**config.mk**
```make
export PLATFORM = sky130hd
export DESIGN_NAME = button_event_unit
export DESIGN_NICKNAME = d
export VERILOG_FILES = /design/src/rtl/button_event_pkg.sv /design/src/rtl/button_event_unit_btn_tracker.sv /design/src/rtl/button_event_unit.sv
export SDC_FILE = /design/constraint.sdc
export NUM_CORES = 1
export LEC_CHECK = 0
export CAP_MARGIN = 20
export CORE_UTILIZATION = 50
export DETAILED_ROUTE_END_ITERATION = 16
export GPL_TIMING_DRIVEN = 0
export MAX_ROUTING_LAYER = met4
export PLACE_DENSITY = 0.66
export SYNTH_ARGS = -nofsm -noshare
export SYNTH_HDL_FRONTEND = slang
export SYNTH_SLANG_ARGS = --single-unit
export TNS_END_PERCENT = 1
```
**constraint.sdc**
```tcl
create_clock -name clk -period 10.7 [get_ports clk]
set_clock_uncertainty 0.1 [all_clocks]
set_input_delay 2.14 -clock clk [delete_from_list [all_inputs] [get_ports clk]]
set_output_delay 2.14 -clock clk [all_outputs]
set_load 0.01 [all_outputs]
```
**src/rtl/button_event_pkg.sv**
```systemverilog
// ---------------------------------------------------------------------------
// button_event_pkg
//
// Shared types for the button event unit: the event kind codes presented on
// the consumer port, and the per-button tracker states.
// Also provides a small helper that picks the lowest pending kind code
// from a button's pending-bit vector.
// ---------------------------------------------------------------------------
package button_event_pkg;

    // Event kind codes; the numeric value doubles as the pending-bit index
    // and as the within-button priority (lowest code served first).
    typedef enum logic [1:0] {
        PRESS   = 2'd0,
        LONG    = 2'd1,
        REPEAT  = 2'd2,
        RELEASE = 2'd3
    } ev_kind_e;

    // Per-button tracker states.
    typedef enum logic [1:0] {
        IDLE      = 2'd0,
        PRESSED   = 2'd1,
        REPEATING = 2'd2
    } btn_state_e;

    localparam int NUM_KINDS = 4;

    // Returns the index of the lowest set bit (0 when none is set; callers
    // only use the result when at least one bit is set).
    function automatic logic [1:0] lowestKind(input logic [NUM_KINDS-1:0] bits);
        logic [1:0] kind;
        kind = 2'd0;
        for (int j = NUM_KINDS - 1; j >= 0; j--) begin
            if (bits[j]) begin
                kind = 2'(j);
            end
        end
        return kind;
    endfunction

endpackage

```
**src/rtl/button_event_unit_btn_tracker.sv**
```systemverilog
// ---------------------------------------------------------------------------
// btn_tracker
//
// Tracks one debounced button: keeps the previous level for edge detection,
// runs the IDLE/PRESSED/REPEATING state machine with its hold counter, and
// emits one-cycle raise strobes for PRESS, LONG, REPEAT and RELEASE.
//
// Ports:
//   clk          clock
//   reset        asynchronous, active-high reset
//   level_i      debounced button level, 1 = pressed
//   held_o       registered copy of level_i (the previous level)
//   pressEv_o    PRESS raised this cycle
//   longEv_o     LONG raised this cycle
//   repeatEv_o   REPEAT raised this cycle
//   releaseEv_o  RELEASE raised this cycle
// ---------------------------------------------------------------------------
module btn_tracker
    import button_event_pkg::*;
#(
    parameter int LONG_CYCLES   = 50_000_000,
    parameter int REPEAT_CYCLES = 10_000_000,
    parameter int CNT_W         = 26
) (
    input  logic clk,
    input  logic reset,
    input  logic level_i,
    output logic held_o,
    output logic pressEv_o,
    output logic longEv_o,
    output logic repeatEv_o,
    output logic releaseEv_o
);

    localparam logic [CNT_W-1:0] LONG_LAST   = CNT_W'(LONG_CYCLES - 1);
    localparam logic [CNT_W-1:0] REPEAT_LAST = CNT_W'(REPEAT_CYCLES - 1);

    btn_state_e       state_q, state_d;
    logic [CNT_W-1:0] cnt_q, cnt_d;
    logic             prev_q;
    logic             riseEdge;
    logic             fallEdge;

    assign riseEdge = level_i & ~prev_q;
    assign fallEdge = ~level_i & prev_q;
    assign held_o   = prev_q;

    // State, hold counter and previous level. Clearing prev on reset means a
    // button still held when reset drops is seen as a fresh press.
    always_ff @(posedge clk or posedge reset) begin
        if (reset) begin
            state_q <= IDLE;
            cnt_q   <= '0;
            prev_q  <= 1'b0;
        end else begin
            state_q <= state_d;
            cnt_q   <= cnt_d;
            prev_q  <= level_i;
        end
    end

    // Next-state and strobe logic. A falling edge wins over everything, so a
    // LONG or REPEAT landing on the release cycle is suppressed. The counter
    // is cleared at each terminal count and therefore never wraps.
    always_comb begin
        state_d     = state_q;
        cnt_d       = cnt_q;
        pressEv_o   = 1'b0;
        longEv_o    = 1'b0;
        repeatEv_o  = 1'b0;
        releaseEv_o = 1'b0;

        if (fallEdge) begin
            releaseEv_o = 1'b1;
            cnt_d       = '0;
            state_d     = IDLE;
        end else begin
            case (state_q)
                IDLE: begin
                    if (riseEdge) begin
                        pressEv_o = 1'b1;
                        cnt_d     = '0;
                        state_d   = PRESSED;
                    end
                end
                PRESSED: begin
                    if (cnt_q == LONG_LAST) begin
                        longEv_o = 1'b1;
                        cnt_d    = '0;
                        state_d  = REPEATING;
                    end else begin
                        cnt_d = cnt_q + 1'b1;
                    end
                end
                REPEATING: begin
                    if (cnt_q == REPEAT_LAST) begin
                        repeatEv_o = 1'b1;
                        cnt_d      = '0;
                    end else begin
                        cnt_d = cnt_q + 1'b1;
                    end
                end
                default: begin
                    state_d = IDLE;
                    cnt_d   = '0;
                end
            endcase
        end
    end

endmodule

```
**src/rtl/button_event_unit.sv**
```systemverilog
// ---------------------------------------------------------------------------
// button_event_unit
//
// Turns debounced button levels into PRESS / LONG / REPEAT / RELEASE events
// for the game controller. Each button/kind pair can hold one pending event;
// pending events are handed out one at a time through a valid/ready port,
// buttons served round-robin, lowest kind code first within a button.
//
// Ports:
//   clk          clock
//   reset        asynchronous, active-high reset
//   btn_level_i  debounced button levels, 1 = pressed
//   ev_valid_o   an event is presented
//   ev_ready_i   consumer takes the presented event this cycle
//   ev_btn_o     button index of the presented event
//   ev_kind_o    kind of the presented event (0 PRESS .. 3 RELEASE)
//   held_o       registered copy of btn_level_i
//   overflow_o   sticky: at least one event was dropped
// ---------------------------------------------------------------------------
module button_event_unit
    import button_event_pkg::*;
#(
    parameter int    NUM_BTN       = 5,
    parameter int    LONG_CYCLES   = 50_000_000,
    parameter int    REPEAT_CYCLES = 10_000_000,
    parameter int    CNT_W         = 26,
    localparam int   BTN_W         = (NUM_BTN > 1) ? $clog2(NUM_BTN) : 1
) (
    input  logic               clk,
    input  logic               reset,
    input  logic [NUM_BTN-1:0] btn_level_i,
    output logic               ev_valid_o,
    input  logic               ev_ready_i,
    output logic [BTN_W-1:0]   ev_btn_o,
    output logic [1:0]         ev_kind_o,
    output logic [NUM_BTN-1:0] held_o,
    output logic               overflow_o
);

    localparam int               IDX_W     = BTN_W + 1;
    localparam logic [IDX_W-1:0] NUM_BTN_X = IDX_W'(NUM_BTN);
    localparam logic [BTN_W-1:0] LAST_BTN  = BTN_W'(NUM_BTN - 1);

    logic [NUM_BTN-1:0][NUM_KINDS-1:0] setVec;
    logic [NUM_BTN-1:0][NUM_KINDS-1:0] clrVec;
    logic [NUM_BTN-1:0][NUM_KINDS-1:0] pend_q, pend_d;

    logic [BTN_W-1:0] rrPtr_q, rrPtr_d;
    logic             evValid_q, evValid_d;
    logic [BTN_W-1:0] evBtn_q, evBtn_d;
    ev_kind_e         evKind_q, evKind_d;
    logic             overflow_q, overflow_d;

    logic             loadEn;
    logic             grantFound;
    logic [BTN_W-1:0] grantBtn;
    ev_kind_e         grantKind;
    logic [IDX_W-1:0] scanIdx;
    logic             dropHit;

    // One tracker per button; its four strobes land in that button's row of
    // setVec, ordered by kind code.
    for (genvar b = 0; b < NUM_BTN; b++) begin : gTrk
        btn_tracker #(
            .LONG_CYCLES   (LONG_CYCLES),
            .REPEAT_CYCLES (REPEAT_CYCLES),
            .CNT_W         (CNT_W)
        ) uTracker (
            .clk         (clk),
            .reset       (reset),
            .level_i     (btn_level_i[b]),
            .held_o      (held_o[b]),
            .pressEv_o   (setVec[b][PRESS]),
            .longEv_o    (setVec[b][LONG]),
            .repeatEv_o  (setVec[b][REPEAT]),
            .releaseEv_o (setVec[b][RELEASE])
        );
    end

    // Round-robin search starting at rrPtr_q (the button after the last one
    // granted). The index is wrapped by hand so NUM_BTN need not be a power
    // of two.
    always_comb begin
        grantFound = 1'b0;
        grantBtn   = '0;
        grantKind  = PRESS;
        scanIdx    = '0;
        for (int i = 0; i < NUM_BTN; i++) begin
            scanIdx = {1'b0, rrPtr_q} + IDX_W'(i);
            if (scanIdx >= NUM_BTN_X) begin
                scanIdx = scanIdx - NUM_BTN_X;
            end
            if (!grantFound && (pend_q[scanIdx[BTN_W-1:0]] != '0)) begin
                grantFound = 1'b1;
                grantBtn   = scanIdx[BTN_W-1:0];
                grantKind  = ev_kind_e'(lowestKind(pend_q[scanIdx[BTN_W-1:0]]));
            end
        end
    end

    // Output register reload, pending-bit update and overflow detection.
    // A bit granted and re-raised in the same cycle stays set: the grant
    // takes the old event and the new one takes its place, so nothing is
    // lost and no overflow is flagged.
    always_comb begin
        loadEn     = ~evValid_q | ev_ready_i;
        clrVec     = '0;
        evValid_d  = evValid_q;
        evBtn_d    = evBtn_q;
        evKind_d   = evKind_q;
        rrPtr_d    = rrPtr_q;

        if (loadEn) begin
            evValid_d = grantFound;
            if (grantFound) begin
                clrVec[grantBtn][grantKind] = 1'b1;
                evBtn_d  = grantBtn;
                evKind_d = grantKind;
                rrPtr_d  = (grantBtn == LAST_BTN) ? '0 : grantBtn + 1'b1;
            end
        end

        dropHit    = |(setVec & pend_q & ~clrVec);
        pend_d     = (pend_q & ~clrVec) | setVec;
        overflow_d = overflow_q | dropHit;
    end

    // All arbitration and output state; reset discards every pending and
    // presented event at once.
    always_ff @(posedge clk or posedge reset) begin
        if (reset) begin
            pend_q     <= '0;
            rrPtr_q    <= '0;
            evValid_q  <= 1'b0;
            evBtn_q    <= '0;
            evKind_q   <= PRESS;
            overflow_q <= 1'b0;
        end else begin
            pend_q     <= pend_d;
            rrPtr_q    <= rrPtr_d;
            evValid_q  <= evValid_d;
            evBtn_q    <= evBtn_d;
            evKind_q   <= evKind_d;
            overflow_q <= overflow_d;
        end
    end

    assign ev_valid_o = evValid_q;
    assign ev_btn_o   = evBtn_q;
    assign ev_kind_o  = evKind_q;
    assign overflow_o = overflow_q;

endmodule

```
Yosys cells after proc, flatten, opt, wreduce, memory -nomap -nowiden
Index checks and enable logic that the tools add are counted.
{"block": "word_totals", "ff_bits": 175, "in_bits": 8, "out_inout_bits": 12, "elab_cells": 297}
{"block": "op_classes", "add_sub_neg": 15, "n_lt_le_gt_ge": 14, "n_eq_ne": 36, "muxes": 152, "n_bitwise": 28, "reduce_logical": 27}
{"op": "$mux W26", "n": 20}
{"op": "$pmux W26 S3", "n": 5}
{"op": "$add A26 B1 Y26 const B", "n": 5}
{"op": "$eq A26 B24 Y1 const B", "n": 5}
{"op": "$eq A26 B26 Y1 const B", "n": 5}
{"op": "$mux W2", "n": 40}
{"op": "$and A20 B20 Y20", "n": 3}
{"op": "$bmux W4 S3", "n": 5}
{"op": "$mux W1", "n": 56}
{"op": "$mux W20", "n": 2}
{"op": "$mux W3", "n": 11}
{"op": "$ne A3 B1 Y1 const B", "n": 10}
{"op": "$pmux W2 S3", "n": 5}
{"op": "$lt A3 B4 Y1 const B", "n": 6}
{"op": "$mux W4", "n": 6}
{"op": "$not A20 Y20", "n": 1}
{"op": "$or A20 B20 Y20", "n": 1}
{"op": "$reduce_bool A4 Y1", "n": 5}
{"op": "$reduce_or A20 Y1", "n": 1}
{"op": "$ge A4 B3 Y1 const B", "n": 4}
{"op": "$reduce_and A3 Y1", "n": 5}
{"op": "$sub A3 B3 Y3 const B", "n": 5}
{"op": "$demux W4 S3", "n": 1}
{"op": "$not A1 Y1", "n": 11}
{"op": "19 further kinds", "n": 54}

Longest topological paths before layout
Gate-level depths: netlist of the first run.
{"block": "logic_depth", "depth_word": 30, "mapped_depth": 20, "mapped_depth_nobuf": 17}

Cells and area by module
A second synthesis of the first run with hierarchy kept.
{"block": "hier_totals", "hier_cells": 1705, "area_unflattened_um2": 13897.1}
{"mod": "btn_tracker", "instances": 5, "cells_each": 242, "area_per_inst_um2": 1994.4, "seq_area_each_um2": 725.7}
{"mod": "button_event_unit", "instances": 1, "cells_each": 495, "area_per_inst_um2": 3925.0, "seq_area_each_um2": 750.7}

Worst setup path before layout of the first run
OpenSTA, ideal clock, no wires.
{"block": "synth_path", "kind": "flip-flop to flip-flop", "startpoint": "register rrPtr_q[0]", "endpoint": "register overflow_q, in the netlist overflow_o", "setup_time_ns": 0.138, "arrival_time_ns": 4.614, "required_ns": 10.462, "setup_slack_ns": 5.847, "stages_incl_launch_ff": 20, "n_path_buf": 2, "period_less_slack_ns": 4.853, "cell_sequence": "dfrtp_1 > buf_6 > inv_2 > ha_1 > inv_1 > fa_1 > a21o_1 > a32oi_1 > o21bai_1 > o2111ai_1 > or3_1 > buf_2 > or3_1 > or4_1 > o211ai_2 > nand3_2 > and3_1 > a311oi_1 > nand4_1 > or4_1"}
{"block": "synth_between", "elab_chain_len": 30, "word_cells_on_any_way": 93, "classes_between": "add/sub (9); order compare (9); mux (56); bitwise (3); reduce/logical (16)"}
{"item": "from (decl)", "line_no": "button_event_unit.sv:48", "text": "logic [BTN_W-1:0] rrPtr_q, rrPtr_d;"}
{"item": "from (signal assigned)", "line_no": "button_event_unit.sv:140", "text": "rrPtr_q <= rrPtr_d;"}
{"item": "branches (longest 24 deep; another with $add A3 B1 Y4)"}
{"item": "$mux W20 *", "line_no": "button_event_unit.sv:115", "text": "if (grantFound) begin"}
{"item": "$mux W20 *", "line_no": "button_event_unit.sv:113", "text": "if (loadEn) begin"}
{"item": "$not A20 Y20 *", "line_no": "button_event_unit.sv:123", "text": "dropHit = |(setVec & pend_q & ~clrVec);"}
{"item": "$and A20 B20 Y20 *", "line_no": "button_event_unit.sv:123"}
{"item": "$reduce_or A20 Y1 *", "line_no": "button_event_unit.sv:123"}
{"item": "$or A1 B1 Y1 *", "line_no": "button_event_unit.sv:125", "text": "overflow_d = overflow_q | dropHit;"}
{"item": "named net overflow_d", "line_no": "button_event_unit.sv:52", "text": "logic overflow_q, overflow_d;"}
{"item": "to (signal assigned)", "line_no": "button_event_unit.sv:144", "text": "overflow_q <= overflow_d;"}
{"item": "to (decl)", "line_no": "button_event_unit.sv:52"}
Mark *: on every way through the listed nets, which the timed path passes. The select of a mux whose other input is x is not followed.
A chain may end at the register's enable or synchronous reset.

Final worst setup path of the first run
{"block": "layout_path", "startpoint": "register rrPtr_q[1]", "endpoint": "register overflow_q, in the netlist overflow_o"}
{"block": "layout_between", "word_cells_on_any_way": 93, "classes_between": "add/sub (9); order compare (9); mux (56); bitwise (3); reduce/logical (16)"}
{"item": "branches (longest 17 deep; another with $add A3 B1 Y4)"}
{"item": "$mux W3 *", "line_no": "button_event_unit.sv:93", "text": "if (!grantFound && (pend_q[scanIdx[BTN_W-1:0]] != '0)) begin"}
{"item": "named net grantBtn[0]", "line_no": "button_event_unit.sv:56", "text": "logic [BTN_W-1:0] grantBtn;"}
{"item": "$lt A3 B4 Y1 (implied by the code) or $ge A3 B1 Y1 (tied branches)", "line_no": "button_event_unit.sv:116", "text": "clrVec[grantBtn][grantKind] = 1'b1;"}
{"item": "$logic_and A1 B1 Y1 (implied by the code)", "line_no": "button_event_unit.sv:116"}
{"item": "$mux W4 (implied by the code)", "line_no": "button_event_unit.sv:116"}
{"item": "$demux W4 S3 *", "line_no": "button_event_unit.sv:116"}
{"item": "$mux W20 *", "line_no": "button_event_unit.sv:115"}
{"item": "$mux W20 *", "line_no": "button_event_unit.sv:113"}
{"item": "$not A20 Y20 *", "line_no": "button_event_unit.sv:123"}
{"item": "$and A20 B20 Y20 *", "line_no": "button_event_unit.sv:123"}
{"item": "$reduce_or A20 Y1 *", "line_no": "button_event_unit.sv:123"}
{"item": "$or A1 B1 Y1 *", "line_no": "button_event_unit.sv:125"}
{"item": "named net overflow_d", "line_no": "button_event_unit.sv:52"}
Marked as above.

==> results of run 1 <==
## final cells by class
class,instances,area [µm²]
fillers,2081,9860
multi-input cells,1127,6850
flip-flops and latches,175,4380
clock buffers,19,453
well taps,313,392
plain buffers,58,287
repair buffers,20,218
inverters,45,176
clock inverters,13,168
## registers in the layout, summed over array words and instances, names as in the netlist
name	cells
gTrk.uTracker.cnt_q	130
rrPtr_q	3
gTrk.uTracker.state_q	10
overflow_o	1
ev_valid_o	1
ev_btn_o	3
pend_q	20
ev_kind_o	2
gTrk.uTracker.held_o	5
## kinds of logic (layout without fill, tap and decap cells)
kind of cell	after synthesis	in the layout
and+or+nand+nor	666	666
AOI/OAI and AO/OA	335	335
DFF	175	175
buffers and inverters	103	155
xor gates and xnor gates	69	69
adders and majority gates	31	31
muxes	26	26
## power groups by stage
stage	logic, mW	registers, mW	clock network (mW)
after floorplan	1.35	0.772	0
after global placement	1.80	0.807	0
after detailed placement	1.80	0.807	0
after CTS	1.81	0.793	0.667
after global routing	2.03	0.805	0.687
final	1.86	0.799	0.652
## cell usage in the layout, fill, tap and decap left out, types with 6 or more instances in the layout
cell,n
nor4_1,13
a21oi_1,32
nor2b_1,20
inv_1,42
nor2_1,163
nand2b_1,43
xnor2_1,22
o21ai_0,155
o21bai_1,6
a21o_1,10
clkbuf_16,17
o2111ai_1,6
mux2i_1,21
nand3_1,71
o31ai_1,18
o211ai_1,8
or3_1,11
and2_1,19
xor2_1,47
and4_1,9
dfrtp_1,175
nor3_1,29
and3_1,44
nand2_1,152
nor3b_1,6
ha_1,30
buf_2,7
clkbuf_1,39
o22ai_1,7
a221oi_1,9
nor4b_1,8
a31oi_1,11
buf_4,8
clkdlybuf4s50_1,19
a211oi_1,10
a22o_1,8
nand4_1,38
## path summary, 6_finish.rpt
kind	depth (start not counted)	end	slack, ns
worst max-delay path	18	overflow_o	4.39
worst min-delay path	2	ev_btn_o[2]	0.39
worst max register to register	18	overflow_o	4.39
worst min register to register	2	ev_btn_o[2]	0.39
max in group asynchronous	3	gTrk[0].uTracker.cnt_q[24]	7.55
min in group asynchronous	2	gTrk[1].uTracker.cnt_q[6]	2.02
## per-layer routing
layer | global-route usage [%] | routed length [µm]
met2 | 41.3 | 13400
met1 | 36.9 | 14300
met3 | 4.71 | 1780
met5 | - | 0
met4 | 8.58 | 634
## worst reg2reg max path, stage by stage, from the launching register on
cell       delay [ns]
dfrtp_1          0.66
buf_2            0.40
inv_2            0.16
ha_1             0.26
ha_1             0.43
clkbuf_1         0.44
or3_1            0.19
nor3_1           0.05
o21ai_0          0.24
nand2_1          0.08
a211oi_1         0.59
a2111oi_0        0.28
o31ai_1          0.46
o221ai_1         0.39
nor3_1           0.42
nand2_1          0.13
a311oi_1         0.32
o2111ai_1        0.15
or4_1            0.44
==> out/qor.txt, run 1 <==
status -> complete, no violations
die area -> 24000 µm²
CTS Root Cell -> clkbuf_16
DR vias/cell -> 6.02
# IOs -> 20
CP cell instances -> buf_2, inv_2, ha_1, ha_1, clkbuf_1, or3_1, nor3_1, o21ai_0, nand2_1, a211oi_1, a2111oi_0, o31ai_1, o221ai_1, nor3_1, nand2_1, a311oi_1, o2111ai_1, or4_1
drt first pass iters -> 5
Power Density -> 256 nW/µm²
CTS resizes -> 0
cell taking the most area after synthesis -> dfrtp_1
Antenna Nets Post-Route -> 0
CP top delay family -> compound AO/OA/AOI/OAI gates
clk buf depth -> 2
dpl hpwl -> 21.8 mm
final net count -> 1483
Syn-to-layout area delta -> 10.6%
clock power share -> 19.7%
share of cells above drive strength 1 -> 5.70%
Synthesis Warnings -> 0
Final setup viols -> 0
CP max-delay cell -> dfrtp_1
crit path kind -> reg2reg
GRT Overall Usage -> 27.1%
hold_ws -> 0.393 ns
Hold Startpoint -> ev_btn_o[2]
CP Launch Type -> flip-flop
Util after Layout -> 56.7%
placed cells -> 1738
via count -> 10700
largest family of logic cells by synthesized area -> simple AND/OR/NAND/NOR gates
Pwr Total -> 3.31 mW
initial core utilization -> 51.3%
dpl cell area -> 12300 µm²
Hold Fails Final Rpt -> 0
DRT iter0 DRCs -> 885
crit path from -> rrPtr_q[1]
# DRC -> 0
synthesis-stage register bit count -> 175
worst vdd ir -> 0.145 mV
Synth Area in Adders -> 3.38%
Synth Area in XOR/XNOR -> 5.17%
Yosys top cell area share -> 37.5%
P_sw -> 1.58 mW
max cap viols -> 0
GRT overflow -> 0
Buf/Inv on CP -> 3
Setup TNS -> 0 ns
period utilisation layout -> 58.9%
pin count of the biggest net entering global routing -> 115
most frequent cells after synthesis -> dfrtp_1, nor2_1, o21ai_0
Area contributors post-synth -> dfrtp_1, o21ai_0, nor2_1, nand2_1, xor2_1
Leakage -> 5.43 nW
register area share after synthesis -> 37.5%
Die Wd -> 155 µm
Syn Nets -> 1444
Syn Std Cell Area -> 11700 µm²
WL per Instance -> 17.0 µm
clock period minus worst slack -> 6.31 ns
crit path capture type -> flip-flop
WP data required -> 10.90 ns
routability cong. -> 1.03
Synth Flop Type -> dfrtp_1
sequential share of power -> 24.1%
Slew headroom -> 55.2%
hold crit path type -> reg2reg
post-CTS setup buffers -> 0
most common cell in the netlist -> dfrtp_1
CTS sink cnt -> 175
CP max stage delay -> 0.66 ns
Mean Syn Cell Area -> 8.31 µm²
Clock transition at path regs -> 0.07 ns
Fmax -> 159 MHz
Inserted Diodes -> 0
CP arrival -> 6.51 ns
asr flop ratio synth -> 100%
Max Slew Vio Count -> 0
Sw Ratio -> 47.7%
Row Count -> 55
CP max FO -> 10
core area -> 22800 µm²
Finished Layout Cells -> 1770
Max H-tree Level -> 4
Post-Synthesis Cells -> 1405
CTS tree -> built
worst slew pin tran -> 0.654 ns
Comb power frac -> 56.2%
design area -> 12900 µm²
initial antenna violation count -> 0
first-pass GRT wire length -> 51.2 mm
vias in the first global route -> 10200
Post-synth EDFFs -> 0
internal power -> 1.73 mW
total CTS buffers -> 17
Post-Place Worst Slack -> 4.51 ns
clock latency on the worst-skew pair -> 0.44 ns
DRT Wirelength -> 30.2 mm
Setup WS post-layout -> 4.39 ns
number of port buffers -> 19
Compound-Gate Fraction of Synth Area -> 18.3%
Hold-fix buffers, CTS -> 0
mux contribution to synthesized area -> 2.47%
R2R Path Start -> rrPtr_q[1]
Distinct cells, synth -> 88
Die Ht -> 155 µm
RSZ-0062 raised after global routing -> false
Simple-Gate Fraction of Synth Area -> 29.2%
No activity file was read; power rests on OpenSTA's default activity.
==> run 2: changes to the inputs <==
clock period = 6.4 ns   (was 10.7 ns; I/O delays follow)
==> run 2 against run 1 <==
Global-route usage did not move. Die area stayed put. Total power rose by 68%. Critical endpoint unchanged. Largest cell class unchanged.
==> out/qor.txt, run 2 (same netlist as run 1, synthesis figures left out) <==
post-CTS setup buffers -> 0 (unchanged)
via count -> 10700 (+0.038%)
crit path capture type -> flip-flop
Max Slew Vio Count -> 0 (unchanged)
clock period minus worst slack -> 6.18 ns (-0.130 ns)
R2R Path Start -> rrPtr_q[1]
Syn-to-layout area delta -> 10.8%
pin count of the biggest net entering global routing -> 115 (unchanged)
CTS Root Cell -> clkbuf_16
worst reg2reg path depth -> 17 (-1)
status -> complete, no violations
CP max stage delay -> 0.68 ns (+0.02 ns)
Hold-fix buffers, CTS -> 0 (unchanged)
total CTS buffers -> 17 (unchanged)
final net count -> 1483 (unchanged)
CTS sink cnt -> 175 (unchanged)
Max H-tree Level -> 4 (unchanged)
CTS resizes -> 0 (unchanged)
CP top delay family -> compound AO/OA/AOI/OAI gates
CP max FO -> 10 (unchanged)
CP Launch Type -> flip-flop
number of port buffers -> 19 (unchanged)
dpl cell area -> 12300 µm² (unchanged)
GRT Overall Usage -> 27.1% (unchanged)
Reg with most FFs -> gTrk.uTracker.cnt_q
# IOs -> 20 (unchanged)
clk buf depth -> 2 (unchanged)
GRT overflow -> 0 (unchanged)
Clock transition at path regs -> 0.07 ns (about the same)
Power Density -> 430 nW/µm² (+68%)
Buf/Inv on CP -> 5 (+2)
CP arrival -> 6.38 ns (-0.13 ns)
crit path kind -> reg2reg
leading registers by flop count -> gTrk.uTracker.cnt_q (130), pend_q (20), gTrk.uTracker.state_q (10)
worst vdd ir -> 0.241 mV (+66%)
Hold Fails Final Rpt -> 0 (unchanged)
CP max-delay cell -> dfrtp_1
# DRC -> 0 (unchanged)
Largest register FFs -> 130 (unchanged)
terminus of the critical flop-to-flop path -> overflow_o
WP data required -> 6.60 ns (-4.30 ns)
Antenna Nets Post-Route -> 0 (unchanged)
CP cell instances -> buf_2, inv_2, ha_1, ha_1, clkbuf_1, inv_1, or4_1, a21oi_1, a31oi_1, a2111oi_0, o31ai_1, o221ai_2, inv_1, o311a_1, a311oi_1, o2111ai_1, or4_1
max cap viols -> 0 (unchanged)
WP depth -> 17 (-1)
die area -> 24000 µm² (unchanged)
Inserted Diodes -> 0 (unchanged)
Fmax -> 162 MHz (+2.1%)
hold crit path type -> reg2reg
Row Count -> 55 (unchanged)
R2R setup slack -> 0.22 ns (-4.17 ns)
vias in the first global route -> 10200 (unchanged)
CTS tree -> built
Slew headroom -> 57.2% (+2.1 points)
design area -> 12900 µm² (+0.17%)
Pwr Total -> 5.57 mW (+68%)
first-pass GRT wire length -> 51.2 mm (unchanged)
period utilisation layout -> 96.5% (+38 points)
clock latency on the worst-skew pair -> 0.44 ns (about the same)
DRT iter0 DRCs -> 905 (+2.3%)
RSZ-0062 raised after global routing -> false
Die Wd -> 155 µm (unchanged)
share of cells above drive strength 1 -> 5.97% (+0.27 points)
Final setup viols -> 0 (unchanged)
DR vias/cell -> 6.02 (about the same)
core area -> 22800 µm² (unchanged)
Setup TNS -> 0 ns (unchanged)
initial antenna violation count -> 0 (unchanged)
DRT Wirelength -> 30.2 mm (+0.18%)
drt first pass iters -> 6 (+1)
most common cell after layout, fill and taps aside -> dfrtp_1
Leakage -> 5.43 nW (about the same)
dpl hpwl -> 21.8 mm (unchanged)
crit path from -> rrPtr_q[1]
worst slew pin tran -> 0.642 ns (-0.0121 ns)
most frequent cells in the layout -> dfrtp_1, nor2_1, o21ai_0
initial core utilization -> 51.3% (unchanged)
crit path to -> overflow_o
routability cong. -> 1.03 (unchanged)
WL per Instance -> 17.1 µm (+0.18%)
Die Ht -> 155 µm (unchanged)
## run 2: cell counts in the layout (fill, tap and decap cells not counted)
No cell type changed its count.
## run 2: area by class of cell
cell class,instances,area (µm²)
Fill cell,2079,9840
Multi-Input combinational cell,1127,6870
Sequential cell,175,4380
Clock buffer,19,453
Tap cell,313,392
Buffer,58,287
Timing Repair Buffer,20,218
Inverter,45,176
Clock inverter,13,168
## run 2: worst min path at each step
stage,depth (start not counted),startpoint,endpoint
global placement,2,ev_btn_o[1],ev_btn_o[1]
floorplan,1,gTrk[4].uTracker.cnt_q[3],gTrk[4].uTracker.cnt_q[3]
detailed placement,2,ev_btn_o[2],ev_btn_o[2]
finish,2,ev_btn_o[2],ev_btn_o[2]
global route,2,ev_btn_o[2],ev_btn_o[2]
CTS,2,ev_btn_o[2],ev_btn_o[2]
## run 2: stage by stage
stage / cells / util (%) / hold WS (ns) / setup WS, ns
floorplan: 1405 / - / 0.357 / 0.275
detailed placement: 1738 / 54.0 / 0.388 / 0.212
finish: 1770 / 56.8 / 0.393 / 0.223
global placement: 1737 / 53.8 / 0.369 / -2.28
CTS: 1770 / 56.7 / 0.403 / 0.208
global route: 1770 / 56.8 / 0.408 / 0.0115
## run 2: worst register-to-register path, delay by kind of cell, from the launching register on
family                     cells  cell delay, ns
buffers and inverters          5            1.36
DFF                            1            0.68
adders and majority gates      2            0.70
AOI/OAI and AO/OA              8            2.23
and+or+nand+nor                2            0.99
## run 2: power by group
part / switching [mW] / leakage, nW / internal [mW] / total (mW)
Combinational: 2.00 / 2.77 / 1.14 / 3.14
Sequential: 0.151 / 2.36 / 1.19 / 1.34
Clock: 0.507 / 0.305 / 0.584 / 1.09
## run 2: layer usage
metal	share of wire, %	track usage, %
met2	45	41.3
met5	0	-
met1	48	36.9
met4	2.2	8.58
met3	5.7	4.71
==> edit 1: new RTL, config.mk and constraints of run 2 <==
Compare `cnt_q` against `REPEAT_LAST` with >= in place of ==.
--- a/src/rtl/button_event_unit_btn_tracker.sv
+++ b/src/rtl/button_event_unit_btn_tracker.sv
@@ -93,7 +93,7 @@
                     end
                 end
                 REPEATING: begin
-                    if (cnt_q == REPEAT_LAST) begin
+                    if (cnt_q >= REPEAT_LAST) begin
                         repeatEv_o = 1'b1;
                         cnt_d      = '0;
                     end else begin
Check against the original RTL: same outputs for any inputs over 4 cycles, from zero or initial values and one cycle with reset high; that may be too few to reach the edited logic, so the function may still have changed.
==> edit 1 against run 2 <==
- sequential cell count unchanged
- total power decreased by 0.30%
- synthesized cell count grew 6.5%
- clock power decreased by 6%
- utilization decreased by 0.73 points
- combinational power increased by 4%
- setup slack improved by 0.024 ns
- sequential power down 5%
- sequential share of layout area fell by 1.7 points
- design area grew 5.4%
- routed wire length grew 13%
- synthesized area rose by 6.2%
- non-clock buffer count is 31 higher
==> edit 1: results (changes against run 2) <==
CP Max Fanout = 11 (+1)
R2R cell count = 19 (+2)
clock transition at the registers of the reported paths = 0.07 ns (about the same)
TritonRoute pass-1 iters = 5 (-1)
peak supply drop = 0.334 mV (+39%)
drt total wl = 34200 um (+13%)
share of post-route cells with drive strength above 1 = 6.91% (+0.94 points)
status = finished clean
Cells after DPL = 1841 (+5.9%)
Worst Hold Class = flip-flop to flip-flop
first-pass GRT wire length = 56600 um (+11%)
post-synthesis sequential area ratio = 35.3% (-2.2 points)
main area contributors after synthesis = dfrtp_1 (35%), o21ai_0 (8.8%), nand2_1 (4.3%), nor2_1 (3.9%), ha_1 (3.0%)
Peak Freq = 163 MHz (+0.39%)
PortBufs = 19 (unchanged)
met1 Use GR = 37.9% (+1.1 points)
clk_lat worst skew = 0.44 ns (about the same)
LEAKAGE = 5.60 nW (+3.1%)
dpl hpwl = 24100 um (+11%)
cell count after synthesis = 1497 (+6.5%)
Routability Congestion = 1.00 (-2.9%)
count of cell types in the netlist = 92 (+4.5%)
Synth top cells by count = o21ai_0 (218), dfrtp_1 (175), nand2_1 (141), nor2_1 (128), clkbuf_1 (63)
Global Route Usage Sum = 28.0% (+0.87 points)
Syn. warnings = 0 (unchanged)
final hold slack = 0.393 ns (-0.000266 ns)
placed cell areas = 13000 sq um (+6.0%)
routing usage on met2 = 43.2% (+1.9 points)
Critical Path AT = 6.34 ns (-0.04 ns)
RR Startpoint = rrPtr_q[0]$_DFFE_PP0P_
kind of critical path = flip-flop to flip-flop
Max Root-Sink Buffers = 2 (unchanged)
largest net degree at the start of global routing = 121 (+5.2%)
vias in the first global route = 11000 (+8.5%)
global-route met3 utilization = 4.01% (-0.70 points)
Setup crit end = overflow_o$_DFF_PP0_
first-iteration detailed-routing DRC count = 943 (+4.2%)
CTS root buffer = clkbuf_16
syn_nets = 1536 (+6.4%)
Post-synth ARST share = 100% (unchanged)
pre-CTS setup slack = 0.286 ns (+0.0740 ns)
cts bufs inserted = 17 (unchanged)
filler instances = 2256 (+8.5%)
initial antenna violation count = 0 (unchanged)
Nets = 1575 (+6.2%)
multi-input logic area = 7470 sq um (+8.7%)
CTS H-tree lvls = 4 (unchanged)
Routed WL per cell = 18.3 um (+6.9%)
Slew headroom = 36.1% (-21 points)
vias per inst = 6.29 (+4.5%)
## edit 1: cell type report
class / instances / area share [%]
Multi-Input combinational cell: 1183 / 54.7
Timing Repair Buffer: 20 / 1.60
Clock buffer: 18 / 3.22
Sequential cell: 175 / 32.1
Clock inverter: 13 / 1.06
Buffer: 89 / 2.87
Inverter: 50 / 1.43
Tap cell: 324 / 2.97
## edit 1: cells by family after synthesis
| family | Yosys count | synth area share (%) |
|---|---|---|
| AOI/OAI and AO/OA | 488 | 25.6 |
| xor gates and xnor gates | 20 | 1.47 |
| adders and majority gates | 31 | 3.19 |
| buffers and inverters | 139 | 4.67 |
| DFF | 175 | 35.3 |
| muxes | 42 | 4.28 |
| and+or+nand+nor | 602 | 25.5 |
## edit 1: metrics by stage
step                setup TNS, ns  total power, mW
floorplan                       0             3.58
global placement          -394.16             4.38
finish                          0             5.55
global route                    0             5.88
detailed placement              0             4.40
CTS                             0             5.45
## edit 1: report_power, final
| part | switching (mW) | internal, mW |
|---|---|---|
| clock network | 0.506 | 0.529 |
| logic | 2.12 | 1.13 |
| registers | 0.0913 | 1.18 |
| total | 2.72 | 2.84 |
## edit 1: worst min-delay path by stage
stage	cells past startpoint	to
after detailed placement	2	ev_btn_o[2]$_DFFE_PP0P_
after global placement	2	ev_btn_o[2]$_DFFE_PP0P_
after global routing	1	gTrk[2].uTracker.cnt_q[5]$_DFFE_PP0P_
final	2	ev_btn_o[2]$_DFFE_PP0P_
after CTS	2	ev_btn_o[2]$_DFFE_PP0P_
after floorplan	1	gTrk[3].uTracker.cnt_q[2]$_DFFE_PP0P_
## edit 1: layer usage
metal | vias to the layer above | part of all wire [%] | wire, um
li1 | 5638 | - | -
met5 | - | 0 | 0
met4 | 0 | 2.2 | 750
met1 | 5737 | 46 | 15700
met2 | 347 | 46 | 15900
met3 | 57 | 5.3 | 1820
## edit 1: what timing repair did
action | 4_1_cts | 5_1_grt
endpoints found under the setup margin | 0 | 1
endpoints found under the hold margin | 0 | 0
gates resized for setup | 0 | 3
hold buffers | 0 | 0
## edit 1: worst max-delay path, cell delays in order (launching register included)
cell and delay [ns]:
dfrtp_1 0.42, buf_2 0.21, inv_1 0.28, buf_2 0.35, ha_1 0.19, inv_1 0.05
fa_1 0.46, a21o_1 0.18, buf_2 0.17, mux4_2 0.45, a2111oi_2 0.51, nor2b_1 0.20
nand2_2 0.27, o311ai_2 0.21, a32oi_2 0.43, o211ai_1 0.39, o41ai_2 0.40, o22ai_1 0.14
nor4_1 0.42, nand4_1 0.17
==> edit 2: new RTL, config.mk and constraints of run 2 <==
Made on the original files. `CNT_W` is set to 26 in 2 places; all go to 52.
--- a/src/rtl/button_event_unit_btn_tracker.sv
+++ b/src/rtl/button_event_unit_btn_tracker.sv
@@ -20,7 +20,7 @@
 #(
     parameter int LONG_CYCLES   = 50_000_000,
     parameter int REPEAT_CYCLES = 10_000_000,
-    parameter int CNT_W         = 26
+    parameter int CNT_W         = 52
 ) (
     input  logic clk,
     input  logic reset,
--- a/src/rtl/button_event_unit.sv
+++ b/src/rtl/button_event_unit.sv
@@ -23,7 +23,7 @@
     parameter int    NUM_BTN       = 5,
     parameter int    LONG_CYCLES   = 50_000_000,
     parameter int    REPEAT_CYCLES = 10_000_000,
-    parameter int    CNT_W         = 26,
+    parameter int    CNT_W         = 52,
     localparam int   BTN_W         = (NUM_BTN > 1) ? $clog2(NUM_BTN) : 1
 ) (
     input  logic               clk,
Function: not settled (the Yosys comparison gave no result); the edit may change what the design does.
==> edit 2 against run 2 <==
- design area increased by 68%
- synthesized area increased by 68%
- sequential cell count increased by 130
- setup slack got worse by 0.091 ns
- total power increased by 55%
- sequential share of layout area increased by 1.2 points
- die area increased by 67%
- routed wire length increased by 93%
- worst hold slack got worse by 0.010 ns
- combinational power increased by 43%
- critical path type unchanged
- largest cell class unchanged
- highest routed layer unchanged
==> edit 2: results (changes against run 2) <==
status = finished clean
Critical Path AT = 6.60 ns (+0.22 ns)
vias per inst = 6.30 (+4.6%)
LEAKAGE = 8.73 nW (+61%)
CP Max Fanout = 11 (+1)
Pwr per Cell Area = 396 nW/um^2 (-8.0%)
cell count after synthesis = 2408 (+71%)
sequential cell area share = 35.0% (+1.2 points)
Comb. pwr = 4.48 mW (+43%)
multiplexer area fraction after synthesis = 1.21% (-1.3 points)
largest net degree at the start of global routing = 41 (-64%)
synthesized area per cell = 8.15 sq um (-2.0%)
leading registers by flop count = gTrk.uTracker.cnt_q (260), pend_q (20), gTrk.uTracker.state_q (10)
Global Route Usage Sum = 30.4% (+3.2 points)
adder-cell share of the synthesized area = 2.02% (-1.4 points)
pre-CTS setup slack = 0.387 ns (+0.175 ns)
Clock-cell share = 5.35% (+0.56 points)
clk_lat worst skew = 0.57 ns (+0.13 ns)
met2 routed WL = 25900 um (+93%)
first-pass GRT wire length = 93500 um (+83%)
Synth top cells by count = nand2_1 (352), dfrtp_1 (305), o21ai_0 (296), nor2_1 (197), nand3_1 (154)
placed cell areas = 20600 sq um (+68%)
ANT cells = 1 (+1)
share of post-route cells with drive strength above 1 = 6.00% (+0.024 points)
critical path's slowest cell = o31ai_1
Nets = 2515 (+70%)
met3 routed WL = 3910 um (+130%)
dpl hpwl = 41100 um (+89%)
final hold slack = 0.383 ns (-0.0101 ns)
vias in the first global route = 17400 (+71%)
slowest cell delay on critical path = 0.83 ns (+0.15 ns)
-- edit 2: cell types whose count changed in the layout (fill, tap and decap cells not counted), sizes merged, moves of 32 or more --
cell    change
and3       +32
clkbuf     +93
dfrtp     +130
nand2     +203
nand3      +82
nor2       +34
nor4       +41
o21ai     +143
o31ai      +65
-- edit 2: worst paths after layout --
path / start / to / depth (start not counted)
min reg2reg: ev_btn_o[0]$_DFFE_PP0P_ / ev_btn_o[0]$_DFFE_PP0P_ / 2
min: ev_btn_o[0]$_DFFE_PP0P_ / ev_btn_o[0]$_DFFE_PP0P_ / 2
max reg2reg: rrPtr_q[0]$_DFFE_PP0P_ / overflow_o$_DFF_PP0_ / 19
max: rrPtr_q[0]$_DFFE_PP0P_ / overflow_o$_DFF_PP0_ / 19
min in group asynchronous: reset / gTrk[4].uTracker.cnt_q[44]$_DFFE_PP0P_ / 2
max in group asynchronous: reset / gTrk[1].uTracker.cnt_q[46]$_DFFE_PP0P_ / 4
